File: config.mk
export PLATFORM = sky130hd
export DESIGN_NAME = demux_32_bit_4dest
export DESIGN_NICKNAME = d
export VERILOG_FILES = /design/src/rtl/demux_pkg.sv /design/src/rtl/demux_slot.sv /design/src/rtl/demux_32_bit_4dest.sv
export SDC_FILE = /design/constraint.sdc
export NUM_CORES = 1
export LEC_CHECK = 0
export CAP_MARGIN = 30
export CORE_MARGIN = 2
export CORE_UTILIZATION = 41
export CTS_CLUSTER_SIZE = 24
export DETAILED_ROUTE_END_ITERATION = 8
export PLACE_DENSITY_LB_ADDON = 0.25
export SLEW_MARGIN = 15
export SYNTH_ARGS = -nofsm -noshare
export SYNTH_HDL_FRONTEND = slang
export SYNTH_SLANG_ARGS = --single-unit
File: constraint.sdc
create_clock -name clk -period 3.98 [get_ports clk]
set_input_delay 0.398 -clock clk [delete_from_list [all_inputs] [get_ports clk]]
set_output_delay 0.398 -clock clk [all_outputs]
set_load 0.05 [all_outputs]
File: src/rtl/demux_pkg.sv
// demux_pkg -- shared types and constants for demux_32_bit_4dest.
//   DEST_COUNT / DEST_W : number of destination slots and width of their index
//   dest_t              : destination slot index type
//   DEST_0..DEST_3      : named slot indices
//   popcount4()         : number of set bits in a 4-bit slot vector
`timescale 1ns/1ps
package demux_pkg;

  localparam int DEST_COUNT = 4;
  localparam int DEST_W     = 2;

  typedef logic [DEST_W-1:0] dest_t;

  localparam dest_t DEST_0 = 2'd0;
  localparam dest_t DEST_1 = 2'd1;
  localparam dest_t DEST_2 = 2'd2;
  localparam dest_t DEST_3 = 2'd3;

  function automatic logic [2:0] popcount4(input logic [DEST_COUNT-1:0] bits);
    logic [2:0] cnt;
    cnt = '0;
    for (int i = 0; i < DEST_COUNT; i++) begin
      cnt = cnt + {2'b00, bits[i]};
    end
    return cnt;
  endfunction

endpackage

File: src/rtl/demux_slot.sv
// demux_slot -- one-entry holding buffer for a single destination.
//   clk, rst : rising-edge clock, asynchronous active-high reset
//   wr_en    : load wr_data this edge (top only asserts it when the slot may accept)
//   wr_data  : word to store
//   ack      : consumer takes the word this edge (already gated by valid)
//   data     : stored word; keeps its last value after being drained
//   valid    : slot holds an unconsumed word
// With DEMUX_ACK_BYPASS_EN the top may assert wr_en and ack together; the
// write winning over the ack is exactly the "replace" behaviour in that mode,
// and without the macro the two never coincide, so one rule serves both.
`timescale 1ns/1ps
module demux_slot
  import demux_pkg::*;
#(
  parameter int DATA_W = 32
) (
  input  logic              clk,
  input  logic              rst,
  input  logic              wr_en,
  input  logic [DATA_W-1:0] wr_data,
  input  logic              ack,
  output logic [DATA_W-1:0] data,
  output logic              valid
);

  // NOTE: the data register is reset too, because a freshly reset slot must
  // read as zero; a pure datapath register would normally skip the reset.
  always_ff @(posedge clk or posedge rst) begin
    if (rst) begin
      valid <= 1'b0;
      data  <= '0;
    end else begin
      if (wr_en) begin
        data <= wr_data;
      end
      valid <= wr_en | (valid & ~ack);
    end
  end

endmodule

File: src/rtl/demux_32_bit_4dest.sv
// demux_32_bit_4dest -- steers one 32-bit producer stream into one of four
// one-entry slots, each drained independently through valid/ack.
//   clk, rst             : rising-edge clock, asynchronous active-high reset
//   in_data/in_valid     : producer word and offer strobe
//   in_dest              : destination slot index
//   in_ready             : selected slot can accept this cycle (not a function of in_valid)
//   out_0..out_3         : registered slot contents
//   out_valid[i]         : slot i holds an unconsumed word
//   out_ack[i]           : consumer i takes out_i (ignored while slot i is empty)
//   occupancy            : registered popcount of out_valid
//   drop_err             : sticky; producer withdrew a stalled offer
// Build option: DEMUX_ACK_BYPASS_EN lets a same-cycle ack free the slot for
// the incoming word (in_ready then depends combinationally on out_ack).
`timescale 1ns/1ps
module demux_32_bit_4dest
  import demux_pkg::*;
#(
  parameter int DATA_W = 32
) (
  input  logic              clk,
  input  logic              rst,
  input  logic [DATA_W-1:0] in_data,
  input  logic              in_valid,
  input  logic [1:0]        in_dest,
  output logic              in_ready,
  output logic [DATA_W-1:0] out_0,
  output logic [DATA_W-1:0] out_1,
  output logic [DATA_W-1:0] out_2,
  output logic [DATA_W-1:0] out_3,
  output logic [3:0]        out_valid,
  input  logic [3:0]        out_ack,
  output logic [2:0]        occupancy,
  output logic              drop_err
);

  logic [DEST_COUNT-1:0] v;
  logic [DEST_COUNT-1:0] ack_eff;
  logic [DEST_COUNT-1:0] wr_en;
  logic [DEST_COUNT-1:0] next_v;
  logic [DATA_W-1:0]     slot_data [DEST_COUNT];
  logic                  accept;
  logic                  stall_q;

  assign ack_eff = out_ack & v;

`ifdef DEMUX_ACK_BYPASS_EN
  assign in_ready = !v[in_dest] || out_ack[in_dest];
`else
  assign in_ready = !v[in_dest];
`endif

  assign accept = in_valid && in_ready;

  // NOTE: every always_comb output gets a default before the loop so no
  // path leaves it unassigned and no latch is inferred.
  always_comb begin
    wr_en = '0;
    for (int i = 0; i < DEST_COUNT; i++) begin
      wr_en[i] = accept && (in_dest == dest_t'(i));
    end
  end

  // Mirrors the slot update rule so occupancy lands on the same edge as v.
  assign next_v = wr_en | (v & ~ack_eff);

  for (genvar i = 0; i < DEST_COUNT; i++) begin : g_slot
    demux_slot #(.DATA_W(DATA_W)) u_slot (
      .clk     (clk),
      .rst     (rst),
      .wr_en   (wr_en[i]),
      .wr_data (in_data),
      .ack     (ack_eff[i]),
      .data    (slot_data[i]),
      .valid   (v[i])
    );
  end

  assign out_0     = slot_data[DEST_0];
  assign out_1     = slot_data[DEST_1];
  assign out_2     = slot_data[DEST_2];
  assign out_3     = slot_data[DEST_3];
  assign out_valid = v;

  // drop_err fires when an offer that stalled last cycle is withdrawn now.
  // NOTE: sequential state uses non-blocking assignments so every register
  // samples pre-edge values regardless of statement order.
  always_ff @(posedge clk or posedge rst) begin
    if (rst) begin
      occupancy <= '0;
      stall_q   <= 1'b0;
      drop_err  <= 1'b0;
    end else begin
      occupancy <= popcount4(next_v);
      stall_q   <= in_valid && !in_ready;
      drop_err  <= drop_err | (stall_q & ~in_valid);
    end
  end

endmodule

==> qor.yml <==
wl_mm: 11.9
crit_required_ns: 3.58
dieArea_um2: 13700
die_w_um: 117
cts_resized: 0
num-fill-cells: 981
postCtsSetupBuffers: 0
ir_drop_uv: 368
viasPerCell: 4.75
grt_usage_pct: 18.0
layout-drive-gt1-share_pct: 33.5
start_util_pct: 41.7
synth_seq_area_share_pct: 65.5
clk_latency_ns: 0.41
final_hold_viol_count: 0
yosys_warnings: 0
skew_ns: 0.00614
clk_pin_slew_ns: 0.06
slew_violations: 0
cts_hold_buffers: 0
fmax_ghz: 0.345
p_per_area_nw_per_um2: 727
utilization_pct: 61.6
wl_per_cell_um: 17.6
worst-path-max-fanout: 5
max_cap_viol_count: 0
drc: 0
final_cell_mix: "clkdlybuf4s50_1, dfrtp_1, mux2_2"
multi_input_area_um2: 1630
area_delta_synth_final_pct: 47.7
setup_slack_ns: 1.08
synth-seq-cells: 137
mostFrequentLayoutCell: "clkdlybuf4s50_1"
syn_nets: 348
seq_area_um2: 3430
min_path_type: "in -> async"
finalSetupTns_ns: 0
worst_slew_margin_rel_pct: 49.4
cp-end-kind: "primary output"
post-route-period-util_pct: 72.9
drt.antenna.violating_nets: 0
grt-ovfl-total: 0
antenna_found_initial: 0
grt_max_degree: 58
cts_tree: "built"
clockRootBuffer: "clkbuf_16"
cts.sinks: 137
dr.pass1.iters: 4
dp_hpwl_mm: 8.18
fp.dieH_um: 117
arrival_ns: 2.50
fin_nets: 533
synth_area_um2: 5240
num_rows: 41
holdWs_ns: 0.434
syn_inst: 304
cellLeakagePower_nw: 3.29
startpoint_type: "input port"
finalCriticalPeriod_ns: 2.90
setup_viol: 0
design.core.area_um2: 12600
grt_setup_unrepaired: "no"
diodes: 0
cts_max_level: 4
worst_pin_slew_ns: 0.759
status: "finished clean"
path_class: "in -> out"
dr.first_iter.drc_count: 131
vias: 3200
grt_pass1_wl_mm: 18.1
yosysUniqueCellTypes: 18
place.gp.congestion: 0.724
cts_buffers: 17
pin_count: 178
numPortBuffers: 177
cts_buffer_depth: 2
grt_pass1_vias: 3396
dpl_worst_slack_ns: 1.07
syn_area_per_cell_um2: 17.2
==> layer usage <==
metal / up-vias / wire length [µm] / track usage (%)
met2: 116 / 5870 / 28.6
li1: 1432 / - / -
met1: 1633 / 4770 / 21.3
met5: - / 0 / 0
met3: 19 / 1040 / 8.44
met4: 0 / 182 / 6.98
==> final timing paths <==
kind | slack, ns | depth (start not counted) | startpoint | end
setup reg to reg | 1.92 | 3 | g_slot[2].u_slot.valid | g_slot[2].u_slot.data[6]
max in group asynchronous | 2.95 | 4 | rst | g_slot[0].u_slot.data[22]
min in group clk | 0.47 | 1 | stall_q | drop_err
hold / removal | 0.43 | 3 | rst | g_slot[0].u_slot.data[8]
setup / recovery | 1.08 | 4 | in_dest[1] | in_ready
hold reg to reg | 0.47 | 1 | stall_q | drop_err
==> layout make-up <==
type,instances,share of cell area [%]
clock buffer,24,6.36
clock inverter,8,1.20
inverter,7,0.388
multi-input combinational,142,21.1
sequential,137,44.3
tap,172,2.78
timing repair buffer,184,23.8
==> worst max-delay path, cell delays in order <==
cell	delay, ns
clkdlybuf4s50_1	0.68
mux4_2	0.56
inv_1	0.06
clkdlybuf4s50_1	0.80
==> power breakdown <==
part	internal (W)	leakage [nW]	total, W	switching, W
Combinational	0.000792	1.36	0.00223	0.00144
Clock	0.000982	0.290	0.00153	0.000548
Sequential	0.00171	1.63	0.00187	0.000163
Total	0.00348	3.29	0.00563	0.00215
==> synthesized netlist by cell type <==
| cell type | instances | area share (%) |
|---|---|---|
| buf_4 | 4 | 0.57 |
| mux4_2 | 1 | 0.43 |
| dfrtp_1 | 137 | 65 |
| nor4b_4 | 1 | 0.45 |
| mux2_2 | 124 | 27 |
| mux2_1 | 2 | 0.43 |
| inv_1 | 7 | 0.50 |
| ha_1 | 2 | 0.48 |
| mux2_4 | 2 | 0.57 |
| and2_1 | 1 | 0.12 |
| o21ai_0 | 1 | 0.095 |
| a21o_1 | 4 | 0.57 |
| fa_1 | 1 | 0.38 |
| nor4bb_1 | 1 | 0.19 |
| nand4b_2 | 1 | 0.29 |
| and4bb_2 | 1 | 0.24 |
| buf_2 | 4 | 0.38 |
| buf_6 | 10 | 2.2 |
==> metrics by stage <==
step           instances  instance area [µm²]  total power [W]
6_report             674                 7740          0.00563
5_1_grt              674                 7740          0.00586
4_1_cts              674                 7740          0.00569
3_5_place_dp         642                 7150          0.00413
3_3_place_gp         641                 7120          0.00409
2_1_floorplan        304                 5240          0.00332
==> registers in the layout, summed over array words and instances (netlist names) <==
register             flops
drop_err                 1
g_slot.u_slot.data     128
g_slot.u_slot.valid      4
occupancy                3
stall_q                  1
==> cell families after synthesis <==
group / synth area share (%)
AND/OR/NAND/NOR: 1.29
multiplexers: 28.1
buffers and inverters: 3.61
AO/OA/AOI/OAI: 0.669
flip-flops: 65.5
adder cells (fa/ha/maj): 0.860
Power figures use the tool's default switching activity.
